### src/rtl/store_monitor.sv
// store_monitor: checks committed stores, in order, against a programmable table of expected {address, data} pairs.
// Define STORE_MON_WATCHDOG_EN to add a RUN-state cycle budget of TIMEOUT_CYCLES (fail code 11).
module store_monitor #(
  parameter int DEPTH = 8,
  parameter int TIMEOUT_CYCLES = 1024,
  localparam int IW = $clog2(DEPTH),
  localparam int CW = IW + 1
) (
  input  logic          clk,
  input  logic          reset,
  input  logic          cfg_we,
  input  logic [IW-1:0] cfg_idx,
  input  logic [31:0]   cfg_adr,
  input  logic [31:0]   cfg_data,
  input  logic [CW-1:0] cfg_count,
  input  logic          start,
  input  logic          memwrite,
  input  logic [31:0]   dataadr,
  input  logic [31:0]   writedata,
  output logic          busy,
  output logic          done,
  output logic          pass,
  output logic [1:0]    fail_code,
  output logic [CW-1:0] store_cnt,
  output logic [31:0]   bad_adr,
  output logic [31:0]   bad_data
);
  typedef enum logic [1:0] {IDLE, RUN, PASS, FAIL} state_t;
  state_t state, state_n;
  logic [IW-1:0] idx, idx_n;
  logic [CW-1:0] cnt, cnt_n, store_cnt_n;
  logic [1:0] fail_code_n;
  logic [31:0] bad_adr_n, bad_data_n;
  logic [63:0] tbl [DEPTH];
  logic restart, hit, last, timeout;
  assign restart = start && state != RUN;
  assign hit = tbl[idx] == {dataadr, writedata};
  assign last = {1'b0, idx} == cnt - CW'(1);
  assign busy = state == RUN;
  assign done = state == PASS || state == FAIL;
  assign pass = state == PASS;
`ifdef STORE_MON_WATCHDOG_EN
  localparam int WW = $clog2(TIMEOUT_CYCLES + 1);
  logic [WW-1:0] wd;
  always_ff @(posedge clk)
    if (reset || restart) wd <= '0;
    else if (state == RUN) wd <= wd + WW'(1);
  assign timeout = state == RUN && wd == WW'(TIMEOUT_CYCLES - 1);
`else
  logic unused_timeout;
  assign unused_timeout = TIMEOUT_CYCLES != 0;
  assign timeout = 1'b0;
`endif
  // Table is deliberately not reset; a write issued with start lands before any store is compared.
  always_ff @(posedge clk)
    if (cfg_we && state != RUN) tbl[cfg_idx] <= {cfg_adr, cfg_data};
  always_comb begin
    state_n = state;
    idx_n = idx;
    cnt_n = cnt;
    store_cnt_n = store_cnt;
    fail_code_n = fail_code;
    bad_adr_n = bad_adr;
    bad_data_n = bad_data;
    if (restart) begin
      state_n = cfg_count == '0 ? PASS : RUN;
      cnt_n = cfg_count;
      idx_n = '0;
      store_cnt_n = '0;
      fail_code_n = 2'b00;
      bad_adr_n = '0;
      bad_data_n = '0;
    end else if (state == RUN && memwrite) begin
      state_n = !hit ? FAIL : last ? PASS : RUN;
      idx_n = hit && !last ? idx + IW'(1) : idx;
      store_cnt_n = !hit ? store_cnt : last ? cnt : store_cnt + CW'(1);
      fail_code_n = hit ? 2'b00 : 2'b01;
      bad_adr_n = hit ? 32'd0 : dataadr;
      bad_data_n = hit ? 32'd0 : writedata;
    end else if (state == PASS && memwrite) begin
      state_n = FAIL;
      fail_code_n = 2'b10;
      bad_adr_n = dataadr;
      bad_data_n = writedata;
    end else if (timeout) begin
      state_n = FAIL;
      fail_code_n = 2'b11;
    end
  end
  always_ff @(posedge clk)
    if (reset) begin
      state <= IDLE;
      idx <= '0;
      cnt <= '0;
      store_cnt <= '0;
      fail_code <= 2'b00;
      bad_adr <= '0;
      bad_data <= '0;
    end else begin
      state <= state_n;
      idx <= idx_n;
      cnt <= cnt_n;
      store_cnt <= store_cnt_n;
      fail_code <= fail_code_n;
      bad_adr <= bad_adr_n;
      bad_data <= bad_data_n;
    end
endmodule

### config.mk
export PLATFORM = sky130hd
export DESIGN_NAME = store_monitor
export DESIGN_NICKNAME = d
export VERILOG_FILES = /design/src/rtl/store_monitor.sv
export SDC_FILE = /design/constraint.sdc
export NUM_CORES = 1
export LEC_CHECK = 0
export ABC_CLOCK_PERIOD_IN_PS = 5700
export BUFFER_PORTS_ARGS = -buffer_cell sky130_fd_sc_hd__buf_2
export CAP_MARGIN = 20
export CORE_MARGIN = 2
export CORE_UTILIZATION = 45
export DETAILED_ROUTE_END_ITERATION = 12
export HOLD_SLACK_MARGIN = 0.1
export PLACE_DENSITY_LB_ADDON = 0.25
export SYNTH_ARGS = -nofsm -noshare
export SYNTH_HDL_FRONTEND = slang
export SYNTH_SLANG_ARGS = --single-unit
export TNS_END_PERCENT = 1
### constraint.sdc
create_clock -name clk -period 5.7 [get_ports clk]
set_input_delay 0.57 -clock clk [delete_from_list [all_inputs] [get_ports clk]]
set_output_delay 0.57 -clock clk [all_outputs]
set_load 0.01 [all_outputs]
==> results.env <==
START_KIND='register'
DIEHEIGHT_UM=233.8
YOSYSMOSTFREQUENTCELL='sky130_fd_sc_hd__edfxtp_1'
ASYNC_FLOP_SHARE_PCT=0
GRTUSAGEMET3_PCT=3.380
CRITICAL_PATH_FANOUT_MAX=33
NUMBER_OF_GLOBAL_ROUTE_VIAS_BEFORE_REPAIR=12890
CRIT_PATH_MAX_INCR_DELAY_NS=0.71
FINALHOLDVIOLCOUNT=0
POST_PLACEMENT_WORST_SETUP_SLACK_NS=1.114
SYNTH.CELL_AREA_MM2=0.02376
TIMING.CRITICAL_PATH.ARRIVAL_NS=5.16
NON_FILLER_CELLS_FINAL=2365
CLOCK-SINKS=594
USE_MET1_PCT=30.43
END_KIND='register'
YS_SEQ_ELEMENTS=594
CELL_TAKING_THE_MOST_AREA_AFTER_SYNTHESIS='sky130_fd_sc_hd__edfxtp_1'
CRIT_TYPE='reg2reg'
NUMBER_OF_MAX_SLEW_VIOLATIONS_IN_THE_FINAL_REPORT=0
DETAIL_ROUTE.WIRELENGTH_UM=58510
SYNTH_ENABLE_FLOP_CELLS=512
INITIAL_UTIL_PCT=45.40
GRTUSAGEMET2_PCT=34.19
CTS.CLK_SLEW.WORST_PATHS_NS=0.07
SYN-NUM-NETS=1538
GRT_ANTENNA_BEFORE_REPAIR=7
FINALSETUPVIOLATIONS=0
DRC_VIOLATION_COUNT_AFTER_ROUTING=0
AREAGROWTHSYNTHTOFINISH_PCT=15.53
MULTI_INPUT_AREA_MM2=0.006300
TIMING.CRITICAL_PATH.SLOWEST_STAGE_CELL='sky130_fd_sc_hd__dfxtp_4'
PLACEABLECOREAREA_MM2=0.05234
GRT-OVFL-TOTAL=0
SYNTH.AREA.TOP_CELLS='sky130_fd_sc_hd__edfxtp_1 (65%), sky130_fd_sc_hd__dfxtp_1 (6.9%), sky130_fd_sc_hd__mux4_2 (6.2%)'
GRT_PASS1_WL_UM=84610
GRT_MOST_USED_LAYER='met2'
TRITONCTS_CLOCK_TREE='yes'
CTS-HOLD-FIX-BUFFERS=0
YS_WARN_COUNT=0
FP_ROWS=84
POST_SYNTH_TOP_FLOP='sky130_fd_sc_hd__edfxtp_1'
CTS-ROOT-TO-SINK-BUFFERS=3
DIE_W_UM=233.8
YS_SEQ_AREA_SHARE_PCT=71.61
REGISTER_AREA_MM2=0.01703
DR_TOTAL_VIAS=13260
SYNTHTOPCELLSBYCOUNT='sky130_fd_sc_hd__edfxtp_1 (512), sky130_fd_sc_hd__nand2_1 (152), sky130_fd_sc_hd__mux2i_1 (125)'
SHARE_OF_CELLS_ABOVE_DRIVE_STRENGTH_1_PCT=26.07
FINAL_CRITICAL_PATH_SETUP_SLACK_NS=1.008
CTS_MAX_LEVEL=2
ACHIEVABLE-FREQUENCY_MHz=213.1
FLOORPLAN.DIE_AREA_MM2=0.05466
WL_PER_CELL_UM=24.74
LAYOUT.FILLER_CELLS=4216
NUMPLACEDINSTANCES=2255
IOPINCOUNT=213
GP_WEIGHTED_CONGESTION=0.8438
GRT_SETUP_UNREPAIRED='false'
WORST_PATH_MOST_REPEATED_CELL='sky130_fd_sc_hd__buf_4'
POWER.STATIC_LEAKAGE_nW=9.052
DR.PASS1.ITERS=6
FINAL_LAYOUT_NET_COUNT=1770
VIASPERCELL=5.605
ANT_NETS=0
WORSTPATHREQUIRED_NS=6.16
SLEW_HEADROOM_PCT=30.55
DP.FINAL_HPWL_UM=37620
FINCLKSKEW_NS=0.01993
DR_ITER_0_VIOLS=1219
CTS_REPAIR_RESIZE_COUNT=0
TIMING.MAX_CAP.VIOLATIONS=0
STATUS='finished, final reports clean'
SYNTH_CELL_TYPE_COUNT=57
SYNTH_AREA_PER_CELL_UM2=17.03
FINAL_PERIOD_MINUS_WORST_SETUP_SLACK_NS=4.692
POST_CTS.REPAIR.SETUP_BUFFERS=0
CTS-ROOT-BUF='sky130_fd_sc_hd__clkbuf_16'
TIMING_WORST_SLEW_PIN_VALUE_NS=1.039
GLOBAL_ROUTE.USAGE.TOTAL_PCT=21.40
IR_DROP_uV=211.0
NUMPORTBUFFERS=212
SYNTH.TOP_CELL.AREA_SHARE_PCT=64.70
CRITICAL_PATH_CELL_BY_CELL='buf_4 > nor2b_1 > a22oi_1 > nand3b_1 > nand4_1 > nor4_1 > nand3_1 > o31ai_4 > buf_4 > o21ai_0'
CLK_LATENCY_NS=0.61
POWER-PER-CELL-AREA_mW_PER_MM2=328.9
TRITONCTS.NUM_BUFFERS=58
PERIOD_SHARE_PCT=82.32
POSTSYNTHCELLCOUNT=1395
GRT_MAX_DEGREE=69
HOLD_PATH_CLASS='in2reg'
==> power by group <==
| part | internal, mW | switching (mW) |
|---|---|---|
| combinational | 0.114 | 0.261 |
| sequential | 4.81 | 0.0254 |
| clock | 2.23 | 1.60 |
| total | 7.15 | 1.88 |
==> per-layer routing <==
layer	part of all wire (%)	wire, µm
met2	47	27500
met5	0.079	46
met1	44	25780
met4	2.3	1374
met3	6.5	3806
==> critical path: cells and delay by family (launching register included) <==
family / cells / cell delay [ns]
AO/OA/AOI/OAI: 3 / 0.82
buffers and inverters: 2 / 0.95
flip-flops: 1 / 0.71
AND/OR/NAND/NOR: 5 / 1.98
==> registers in the layout, summed over array words and instances (netlist names), named ones only <==
| signal | count |
|---|---|
| bad_adr | 32 |
| bad_data | 32 |
| cnt | 4 |
| fail_code | 2 |
| idx | 3 |
| state | 2 |
| store_cnt | 4 |
| tbl | 512 |
==> placed cells by master (no fill, tap or decap), types with 12 or more instances in the layout <==
master	instances
sky130_fd_sc_hd__nor3_1	17
sky130_fd_sc_hd__a22o_1	21
sky130_fd_sc_hd__mux2_2	16
sky130_fd_sc_hd__xor2_1	36
sky130_fd_sc_hd__nand3_1	14
sky130_fd_sc_hd__a21oi_1	19
sky130_fd_sc_hd__dfxtp_1	79
sky130_fd_sc_hd__buf_4	26
sky130_fd_sc_hd__clkbuf_1	14
sky130_fd_sc_hd__nor2_1	13
sky130_fd_sc_hd__a22oi_1	18
sky130_fd_sc_hd__mux2i_1	125
sky130_fd_sc_hd__clkinv_2	12
sky130_fd_sc_hd__clkbuf_16	59
sky130_fd_sc_hd__edfxtp_1	512
sky130_fd_sc_hd__buf_2	212
sky130_fd_sc_hd__nand2_1	152
sky130_fd_sc_hd__xnor2_1	13
sky130_fd_sc_hd__o21ai_0	72
sky130_fd_sc_hd__mux4_2	65
sky130_fd_sc_hd__mux4_1	13
==> through the flow <==
step | power, mW | hold WS (ns) | util [%] | setup TNS, ns | cell area, µm²
4_1_cts | 9.094 | 0.1826 | 52.45 | 0 | 27450
6_report | 9.029 | 0.2145 | 52.45 | 0 | 27450
3_3_place_gp | 5.282 | 0.4291 | 48.72 | 0 | 25500
3_5_place_dp | 5.299 | 0.4382 | 48.81 | 0 | 25550
5_1_grt | 9.296 | 0.2085 | 52.45 | 0 | 27450
2_1_floorplan | 5.078 | 0.4493 | - | -0.9591 | 23770
==> area by class of cell <==
type                    count  area share (%)
clock inverters            25          0.9389
repair buffers            242           4.895
diodes                      1        0.009115
clock buffers              84           5.993
flip-flops and latches    594           62.03
multi-input cells         727           22.95
well taps                 688           3.136
inverters                   4         0.05469
==> cell families after synthesis <==
| group | synth area share [%] |
|---|---|
| multiplexers | 13.62 |
| buffers and inverters | 2.232 |
| XOR/XNOR | 1.806 |
| AND/OR/NAND/NOR | 5.850 |
| AO/OA/AOI/OAI | 4.723 |
| adder cells (fa/ha/maj) | 0.1580 |
| flip-flops | 71.61 |
==> worst paths after layout <==
check | startpoint | endpoint | slack [ns] | cells past startpoint
hold / removal | reset | cnt[1] | 0.21 | 2
hold reg to reg | bad_adr[14] | bad_adr[14] | 0.45 | 2
setup / recovery | register | bad_adr[7] | 1.01 | 10
setup reg to reg | register | bad_adr[7] | 1.01 | 10
Note: power is estimated with default switching activity, not from simulation.
